$ cat src/rtl/m_lsu_ctrl_if.sv
// Data-bus handshake between the load/store controller (master) and the memory port (slave).
interface m_lsu_ctrl_if #(parameter int XLEN = 32);
   logic            dbus_req_o;
   logic            dbus_we_o;
   logic [XLEN-1:0] dbus_addr_o;
   logic [XLEN-1:0] dbus_wdata_o;
   logic [3:0]      dbus_be_o;
   logic            dbus_gnt_i;
   logic            dbus_rvalid_i;
   logic [XLEN-1:0] dbus_rdata_i;

   modport master (output dbus_req_o, dbus_we_o, dbus_addr_o, dbus_wdata_o, dbus_be_o,
                   input  dbus_gnt_i, dbus_rvalid_i, dbus_rdata_i);
   modport slave  (input  dbus_req_o, dbus_we_o, dbus_addr_o, dbus_wdata_o, dbus_be_o,
                   output dbus_gnt_i, dbus_rvalid_i, dbus_rdata_i);
endinterface

$ cat src/rtl/m_lsu_ctrl.sv
// Single-outstanding load/store controller: accepts one EXE/MEM op, runs the data-bus
// req/gnt/rvalid handshake, extends load data, and drains responses of flushed ops.
module m_lsu_ctrl #(
   parameter int XLEN = 32
) (
   input  logic            clk,
   input  logic            rst_n,
   input  logic            ex_mem_valid_i,
   input  logic            ex_mem_we_i,
   input  logic [2:0]      ex_mem_funct3_i,
   input  logic [XLEN-1:0] ex_mem_addr_i,
   input  logic [XLEN-1:0] ex_mem_wdata_i,
   input  logic [4:0]      ex_mem_rd_i,
   input  logic            lsu_flush_i,
   m_lsu_ctrl_if.master    dbus,
   output logic            lsu_req_o,
   output logic            lsu_ack_o,
   output logic [XLEN-1:0] lsu_rdata_o,
   output logic [4:0]      lsu_rd_o,
   output logic            lsu_misalign_o,
   output logic            lsu_busy_o
);

   typedef enum logic [1:0] {IDLE = 2'd0, REQ = 2'd1, WAIT = 2'd2, DRAIN = 2'd3} state_t;

   state_t          state, state_nxt;
   logic            we_q;
   logic [2:0]      f3_q;
   logic [XLEN-1:2] addr_q;
   logic [1:0]      off_q;
   logic [4:0]      rd_q;
   logic [3:0]      be_q;
   logic [XLEN-1:0] wdata_q;

   logic            illegal, misalign, bad, accept;
   logic [3:0]      be_d;
   logic [XLEN-1:0] wdata_d;
   logic [XLEN-1:0] rd_shift, load_ext;

   // Decode of the op presented in IDLE; size lives in funct3[1:0], sign in funct3[2].
   always_comb begin
      illegal  = (ex_mem_funct3_i == 3'b011) || (ex_mem_funct3_i[2:1] == 2'b11);
      misalign = ((ex_mem_funct3_i[1:0] == 2'b01) && ex_mem_addr_i[0]) ||
                 ((ex_mem_funct3_i[1:0] == 2'b10) && (ex_mem_addr_i[1:0] != 2'b00));
      bad      = illegal || misalign;
      accept   = rst_n && (state == IDLE) && ex_mem_valid_i && !lsu_flush_i && !bad;
      case (ex_mem_funct3_i[1:0])
         2'b00:   begin be_d = 4'b0001 << ex_mem_addr_i[1:0];
                        wdata_d = {4{ex_mem_wdata_i[7:0]}}; end
         2'b01:   begin be_d = ex_mem_addr_i[1] ? 4'b1100 : 4'b0011;
                        wdata_d = {2{ex_mem_wdata_i[15:0]}}; end
         default: begin be_d = 4'b1111;
                        wdata_d = ex_mem_wdata_i; end
      endcase
   end

   always_ff @(posedge clk) begin
      if (!rst_n) state <= IDLE;
      else        state <= state_nxt;
   end

   always_ff @(posedge clk) begin
      if (!rst_n) begin
         we_q <= 1'b0; f3_q <= '0; addr_q <= '0; off_q <= '0;
         rd_q <= '0;   be_q <= '0; wdata_q <= '0;
      end else if (accept) begin
         we_q    <= ex_mem_we_i;
         f3_q    <= ex_mem_funct3_i;
         addr_q  <= ex_mem_addr_i[XLEN-1:2];
         off_q   <= ex_mem_addr_i[1:0];
         rd_q    <= ex_mem_rd_i;
         be_q    <= be_d;
         wdata_q <= wdata_d;
      end
   end

   always_comb begin
      state_nxt = state;
      case (state)
         IDLE:  if (accept) state_nxt = REQ;
         REQ:   if (lsu_flush_i) state_nxt = dbus.dbus_gnt_i ? DRAIN : IDLE;
                else if (dbus.dbus_gnt_i) state_nxt = WAIT;
         WAIT:  if (dbus.dbus_rvalid_i) state_nxt = IDLE;
                else if (lsu_flush_i) state_nxt = DRAIN;
         DRAIN: if (dbus.dbus_rvalid_i) state_nxt = IDLE;
         default: state_nxt = IDLE;
      endcase
   end

   // Lane select and extension of the returned word.
   always_comb begin
      rd_shift = dbus.dbus_rdata_i >> {off_q, 3'b000};
      case (f3_q)
         3'b000:  load_ext = {{24{rd_shift[7]}}, rd_shift[7:0]};
         3'b100:  load_ext = {24'd0, rd_shift[7:0]};
         3'b001:  load_ext = off_q[1] ? {{16{dbus.dbus_rdata_i[31]}}, dbus.dbus_rdata_i[31:16]}
                                      : {{16{dbus.dbus_rdata_i[15]}}, dbus.dbus_rdata_i[15:0]};
         3'b101:  load_ext = off_q[1] ? {16'd0, dbus.dbus_rdata_i[31:16]}
                                      : {16'd0, dbus.dbus_rdata_i[15:0]};
         default: load_ext = dbus.dbus_rdata_i;
      endcase
   end

   always_comb begin
      dbus.dbus_req_o   = (state == REQ);
      dbus.dbus_we_o    = we_q;
      dbus.dbus_addr_o  = {addr_q, 2'b00};
      dbus.dbus_be_o    = be_q;
      dbus.dbus_wdata_o = wdata_q;
      lsu_req_o         = accept;
      lsu_misalign_o    = rst_n && (state == IDLE) && ex_mem_valid_i && !lsu_flush_i && bad;
      lsu_ack_o         = rst_n && (state == WAIT) && dbus.dbus_rvalid_i && !lsu_flush_i;
      lsu_rdata_o       = (lsu_ack_o && !we_q) ? load_ext : '0;
      lsu_rd_o          = (lsu_ack_o && !we_q) ? rd_q : 5'd0;
      lsu_busy_o        = (state != IDLE);
   end

endmodule

$ cat src/flat_wrapper.sv
// flat-port wrapper written by rule: the top's interface ports become plain ports
module m_lsu_ctrl_flat 
#(
   parameter int XLEN = 32
)
  (clk, rst_n, ex_mem_valid_i, ex_mem_we_i, ex_mem_funct3_i, ex_mem_addr_i, ex_mem_wdata_i, ex_mem_rd_i, lsu_flush_i, lsu_req_o, lsu_ack_o, lsu_rdata_o, lsu_rd_o, lsu_misalign_o, lsu_busy_o, dbus_dbus_req_o, dbus_dbus_we_o, dbus_dbus_addr_o, dbus_dbus_wdata_o, dbus_dbus_be_o, dbus_dbus_gnt_i, dbus_dbus_rvalid_i, dbus_dbus_rdata_i);
  m_lsu_ctrl_if #(.XLEN(XLEN)) dbus_i ();
  input  logic clk;
  input  logic rst_n;
  input  logic ex_mem_valid_i;
  input  logic ex_mem_we_i;
  input  logic [2:0] ex_mem_funct3_i;
  input  logic [XLEN-1:0] ex_mem_addr_i;
  input  logic [XLEN-1:0] ex_mem_wdata_i;
  input  logic [4:0] ex_mem_rd_i;
  input  logic lsu_flush_i;
  output logic lsu_req_o;
  output logic lsu_ack_o;
  output logic [XLEN-1:0] lsu_rdata_o;
  output logic [4:0] lsu_rd_o;
  output logic lsu_misalign_o;
  output logic lsu_busy_o;
  output wire logic [$bits(dbus_i.dbus_req_o)-1:0] dbus_dbus_req_o;
  output wire logic [$bits(dbus_i.dbus_we_o)-1:0] dbus_dbus_we_o;
  output wire logic [$bits(dbus_i.dbus_addr_o)-1:0] dbus_dbus_addr_o;
  output wire logic [$bits(dbus_i.dbus_wdata_o)-1:0] dbus_dbus_wdata_o;
  output wire logic [$bits(dbus_i.dbus_be_o)-1:0] dbus_dbus_be_o;
  input wire logic [$bits(dbus_i.dbus_gnt_i)-1:0] dbus_dbus_gnt_i;
  input wire logic [$bits(dbus_i.dbus_rvalid_i)-1:0] dbus_dbus_rvalid_i;
  input wire logic [$bits(dbus_i.dbus_rdata_i)-1:0] dbus_dbus_rdata_i;
  assign dbus_dbus_req_o = dbus_i.dbus_req_o;
  assign dbus_dbus_we_o = dbus_i.dbus_we_o;
  assign dbus_dbus_addr_o = dbus_i.dbus_addr_o;
  assign dbus_dbus_wdata_o = dbus_i.dbus_wdata_o;
  assign dbus_dbus_be_o = dbus_i.dbus_be_o;
  assign dbus_i.dbus_gnt_i = dbus_dbus_gnt_i;
  assign dbus_i.dbus_rvalid_i = dbus_dbus_rvalid_i;
  assign dbus_i.dbus_rdata_i = dbus_dbus_rdata_i;
  m_lsu_ctrl #(.XLEN(XLEN)) u_core (.clk(clk), .rst_n(rst_n), .ex_mem_valid_i(ex_mem_valid_i), .ex_mem_we_i(ex_mem_we_i), .ex_mem_funct3_i(ex_mem_funct3_i), .ex_mem_addr_i(ex_mem_addr_i), .ex_mem_wdata_i(ex_mem_wdata_i), .ex_mem_rd_i(ex_mem_rd_i), .lsu_flush_i(lsu_flush_i), .dbus(dbus_i), .lsu_req_o(lsu_req_o), .lsu_ack_o(lsu_ack_o), .lsu_rdata_o(lsu_rdata_o), .lsu_rd_o(lsu_rd_o), .lsu_misalign_o(lsu_misalign_o), .lsu_busy_o(lsu_busy_o));
endmodule
$ cat config.mk
export PLATFORM = sky130hd
export DESIGN_NAME = m_lsu_ctrl_flat
export DESIGN_NICKNAME = d
export VERILOG_FILES = /design/src/rtl/m_lsu_ctrl_if.sv /design/src/rtl/m_lsu_ctrl.sv /design/src/flat_wrapper.sv
export SDC_FILE = /design/constraint.sdc
export NUM_CORES = 1
export LEC_CHECK = 0
export CAP_MARGIN = 20
export CORE_ASPECT_RATIO = 0.75
export CORE_UTILIZATION = 30
export CTS_BUF_LIST = sky130_fd_sc_hd__clkbuf_4
export DETAILED_ROUTE_END_ITERATION = 12
export HOLD_SLACK_MARGIN = 0.12
export PLACE_DENSITY = 0.77
export SLEW_MARGIN = 20
export SYNTH_ARGS = -nofsm -noshare
export SYNTH_HDL_FRONTEND = slang
export SYNTH_SLANG_ARGS = --single-unit
$ cat constraint.sdc
create_clock -name clk -period 2.6 [get_ports clk]
set_input_delay 0.78 -clock clk [delete_from_list [all_inputs] [get_ports clk]]
set_output_delay 0.78 -clock clk [all_outputs]
set_load 0.05 [all_outputs]
==> key figures <==
Run status
  • Run status: finished with violations
  • Failing checks: setup timing

Final layout
  • Multi-input gate area: about 2600 um^2
  • Final #Nets: 870
  • Layout Cells excl Fill: between 900 and 1,000
  • Fraction of layout cells with a size suffix above 1: about a quarter
  • # fillers: 1,119
  • Register area: 1600 um^2
  • Finished Cell Area: 7870 um^2
  • Synthesis-to-finish area growth: 95.9%

Clock tree
  • Root buffer cell: clkbuf_4
  • Deepest clock path buffer count: 2
  • Worst-Skew Late Latency: 0.42 ns
  • CTS tree: built
  • Hold_buf cts: 0
  • Num CTS Buffers: 9
  • Depth of the CTS H-tree: 3
  • Total clock sinks: between 70 and 80
  • Clock Pin Slew Worst Setup and Hold Paths: about 0.12 ns

Place
  • Port buffer count: ~220
  • Post-DP HPWL: around 11,000 um
  • RePlAce Congestion: approximately 0.85
  • Placed cell areas: 7090 um^2
  • DP Cell Count: roughly 900

Global route
  • Vias in the first global route: approximately 4,200
  • First-pass GRT wire length: 22,800 um
  • Initial antenna violation count: 0
  • Largest net degree at the start of global routing: 84
  • GRT overflow: 0
  • GRT Total Usage: between 20% and 30%

Die
  • Die Ht: between 100 and 150 um
  • Row cnt: 36
  • Ports: between 200 and 250
  • Initial Util: just over 30%
  • Die Area: roughly 14,000 um^2
  • Core area: around 13,000 um^2
  • Die W: 136 um

Worst setup path
  • Worst Setup End Kind: primary output
  • Max Fanout on Critical Path: 6
  • R2r worst-path depth: 7
  • Reg-to-reg setup timing slack: 0.77 ns
  • Startpoint class of the critical path: input port
  • CP startpoint: dbus_dbus_rdata_i[31]
  • Worst reg2reg path endpoint: u_core.dbus.dbus_be_o[3]$_SDFFE_PN0P_
  • Critical path arrival: 2.10 ns
  • Reg2reg start: u_core.state[1]$_SDFFE_PN0P_
  • Worst EP required: 1.82 ns
  • Setup crit end: lsu_rdata_o[19]
  • Crit path kind: input port to primary output

Pwr
  • Int Power: slightly above 2000 uW
  • Seq pwr share: between 40% and 50%
  • Clk pwr share: between 30% and 40%
  • Combinational power share: between 20% and 30%
  • Leakage: 0.00334 uW
  • Peak VDD IR: around 0.00036 V
  • Switching share of power: around 29%
  • PwrDens: between 300 and 400 nW/um^2
  • Switching power: approximately 840 uW

Run
  • Max-cap viol count: 0

Detailed routing
  • Detail Route Antenna Nets: 0
  • Drt drc: 0
  • Via-to-Cell Ratio: around 4.7
  • DR vias: about 4,400
  • Routed WL per cell: roughly 16 um
  • Routed wire length: between 15,000 and 20,000 um
  • First-pass detailed-route iteration total: 4
  • First DRT Iteration DRCs: 223

Timing
  • Final Max Slew Viols: 0
  • Max transition margin: roughly two fifths
  • Fmax: between 0.3 and 0.4 GHz
  • RSZ-0062 raised after global routing: yes
  • Fin crit share: 111%
  • Worst-Margin Slew: around 0.90 ns
  • Final setup violation count: 37
  • Fin worst setup slack: -0.276 ns
  • Fin crit period: around 2.9 ns
  • Final hold violations: 0
  • Max Clock Skew: around 0.021 ns

Logic synthesis
  • Synthesized area per cell: 7.87 um^2
  • Mapped Cells: 510
  • Warnings, synthesis: 0
  • Post-Synth XOR/XNOR Area: less than 1%
  • Main combinational cell family by area after synthesis: simple AND/OR/NAND/NOR gates
  • Adder-Cell Fraction of Synth Area: 0%
  • Mux cell area share after synthesis: roughly 8.4%
  • Post-Synth Simple-Gate Area: 29.0%
  • Synth Register Bits: 79
  • Seq/Total Area, Yosys: between 30% and 40%
  • Cell area after synthesis: approximately 4000 um^2
  • Yosys cell types: just over 40
  • Compound-Gate Fraction of Synth Area: about 15%

Worst hold path
  • HP Class: register to register
==> power groups by stage <==
| stage | clock, uW | combinational, uW | sequential (uW) |
|---|---|---|---|
| floorplan | 0 | 207 | 1420 |
| global placement | 0 | 668 | 1300 |
| detailed placement | 0 | 672 | 1300 |
| CTS | 968 | 688 | 1270 |
| global route | 1030 | 754 | 1280 |
| finish | 930 | 713 | 1270 |
==> cells by family after synthesis <==
group / after synthesis
muxes: 33
DFF: 79
and+or+nand+nor: 247
AOI/OAI and AO/OA: 84
buffers and inverters: 65
other: 1
xor gates and xnor gates: 1
==> area by class of cell <==
class	instances	share of cell area (%)
clock buffer	11	1.05
tap	171	2.72
antenna	1	0.0318
timing repair buffer	281	40.6
clock inverter	4	1.21
inverter	21	1.05
multi-input combinational	367	32.9
sequential	79	20.3
==> registers in the layout (all words and copies together) (netlist names) <==
| name | cells |
|---|---|
| u_core.rd_q | 5 |
| u_core.off_q | 2 |
| u_core.dbus.dbus_we_o | 1 |
| u_core.dbus.dbus_be_o | 4 |
| u_core.state | 2 |
| u_core.addr_q | 30 |
| u_core.dbus.dbus_wdata_o | 32 |
| u_core.f3_q | 3 |
==> synth_stat cells, drive strengths merged <==
master,number,area (um^2)
mux2,1,15.0
o221ai,1,26.3
or3,1,6.26
nor4,1,21.3
mux2i,32,320
buf,25,165
nor4bb,1,10.0
o2111ai,1,26.3
nor3b,9,67.6
o21a,7,52.6
clkbuf,19,71.3
o2111a,1,11.3
nand2,122,458
a21o,1,7.51
and2b,6,45.0
and2,8,52.6
o31a,7,61.3
xor2,1,8.76
and4b,1,10.0
nor2,8,32.5
o221a,8,90.1
nand2b,1,6.26
clkinv,1,3.75
a22o,1,8.76
a21oi,25,151
nor2b,7,43.8
inv,20,75.1
o2bb2ai,1,15.0
o21ai,31,155
nor3,2,10.0
dfxtp,79,1580
nand3,80,400
conb,1,3.75
==> stage by stage <==
stage	TNS [ns]	worst slack, ns	util (%)	total power [uW]	hold WS, ns
after floorplan	-1.68	-0.176	-	1630	0.429
after global placement	-25.65	-0.525	54.5	1970	0.435
after detailed placement	-26.29	-0.545	54.5	1970	0.443
after CTS	-7.13	-0.264	58.6	2930	0.460
after global routing	-9.76	-0.328	60.4	3060	0.475
final	-7.46	-0.276	60.4	2920	0.455
==> repair_timing <==
action / CTS / global route
endpoints found under the setup margin: 41 / 39
pin swaps: 17 / 11
gates cloned: 2 / 1
gates resized for setup: 94 / 36
setup buffers: 9 / 11
==> layer usage <==
layer  GRT usage, %  part of all wire (%)  up-vias
li1               -                     -     2234
met1           28.9                    45     2036
met2           33.4                    46      142
met3           7.14                   8.2       10
met4           4.49                   1.0        0
met5              0                     0        -
==> worst min-delay path by stage <==
stage	startpoint	to	slack (ns)	cells after the start
5_1_grt	u_core.addr_q[14]$_SDFFE_PN0P_	u_core.addr_q[14]$_SDFFE_PN0P_	0.47	2
3_3_place_gp	u_core.addr_q[24]$_SDFFE_PN0P_	u_core.addr_q[24]$_SDFFE_PN0P_	0.44	2
6_report	u_core.addr_q[30]$_SDFFE_PN0P_	u_core.addr_q[30]$_SDFFE_PN0P_	0.45	2
4_1_cts	u_core.addr_q[30]$_SDFFE_PN0P_	u_core.addr_q[30]$_SDFFE_PN0P_	0.46	2
2_1_floorplan	u_core.rd_q[0]$_SDFFE_PN0P_	u_core.rd_q[0]$_SDFFE_PN0P_	0.43	2
3_5_place_dp	u_core.addr_q[30]$_SDFFE_PN0P_	u_core.addr_q[30]$_SDFFE_PN0P_	0.44	2
==> worst max-delay path: stages <==
cell      delay (ns)
buf_2           0.11
mux2_4          0.29
a21o_1          0.21
o221ai_4        0.21
buf_6           0.15
buf_12          0.14
a21oi_4         0.05
buf_12          0.15
==> layout by cell type (no fill, tap or decap), types with 16 or more instances in the layout <==
| cell | n |
|---|---|
| a21oi_4 | 16 |
| buf_12 | 46 |
| buf_4 | 44 |
| clkdlybuf4s50_1 | 150 |
| dfxtp_1 | 72 |
| dlygate4sd2_1 | 18 |
| inv_1 | 19 |
| mux2i_1 | 26 |
| nand2_1 | 122 |
| nand3_1 | 80 |
| o21ai_0 | 31 |
No activity file was read; power rests on OpenSTA's default activity.
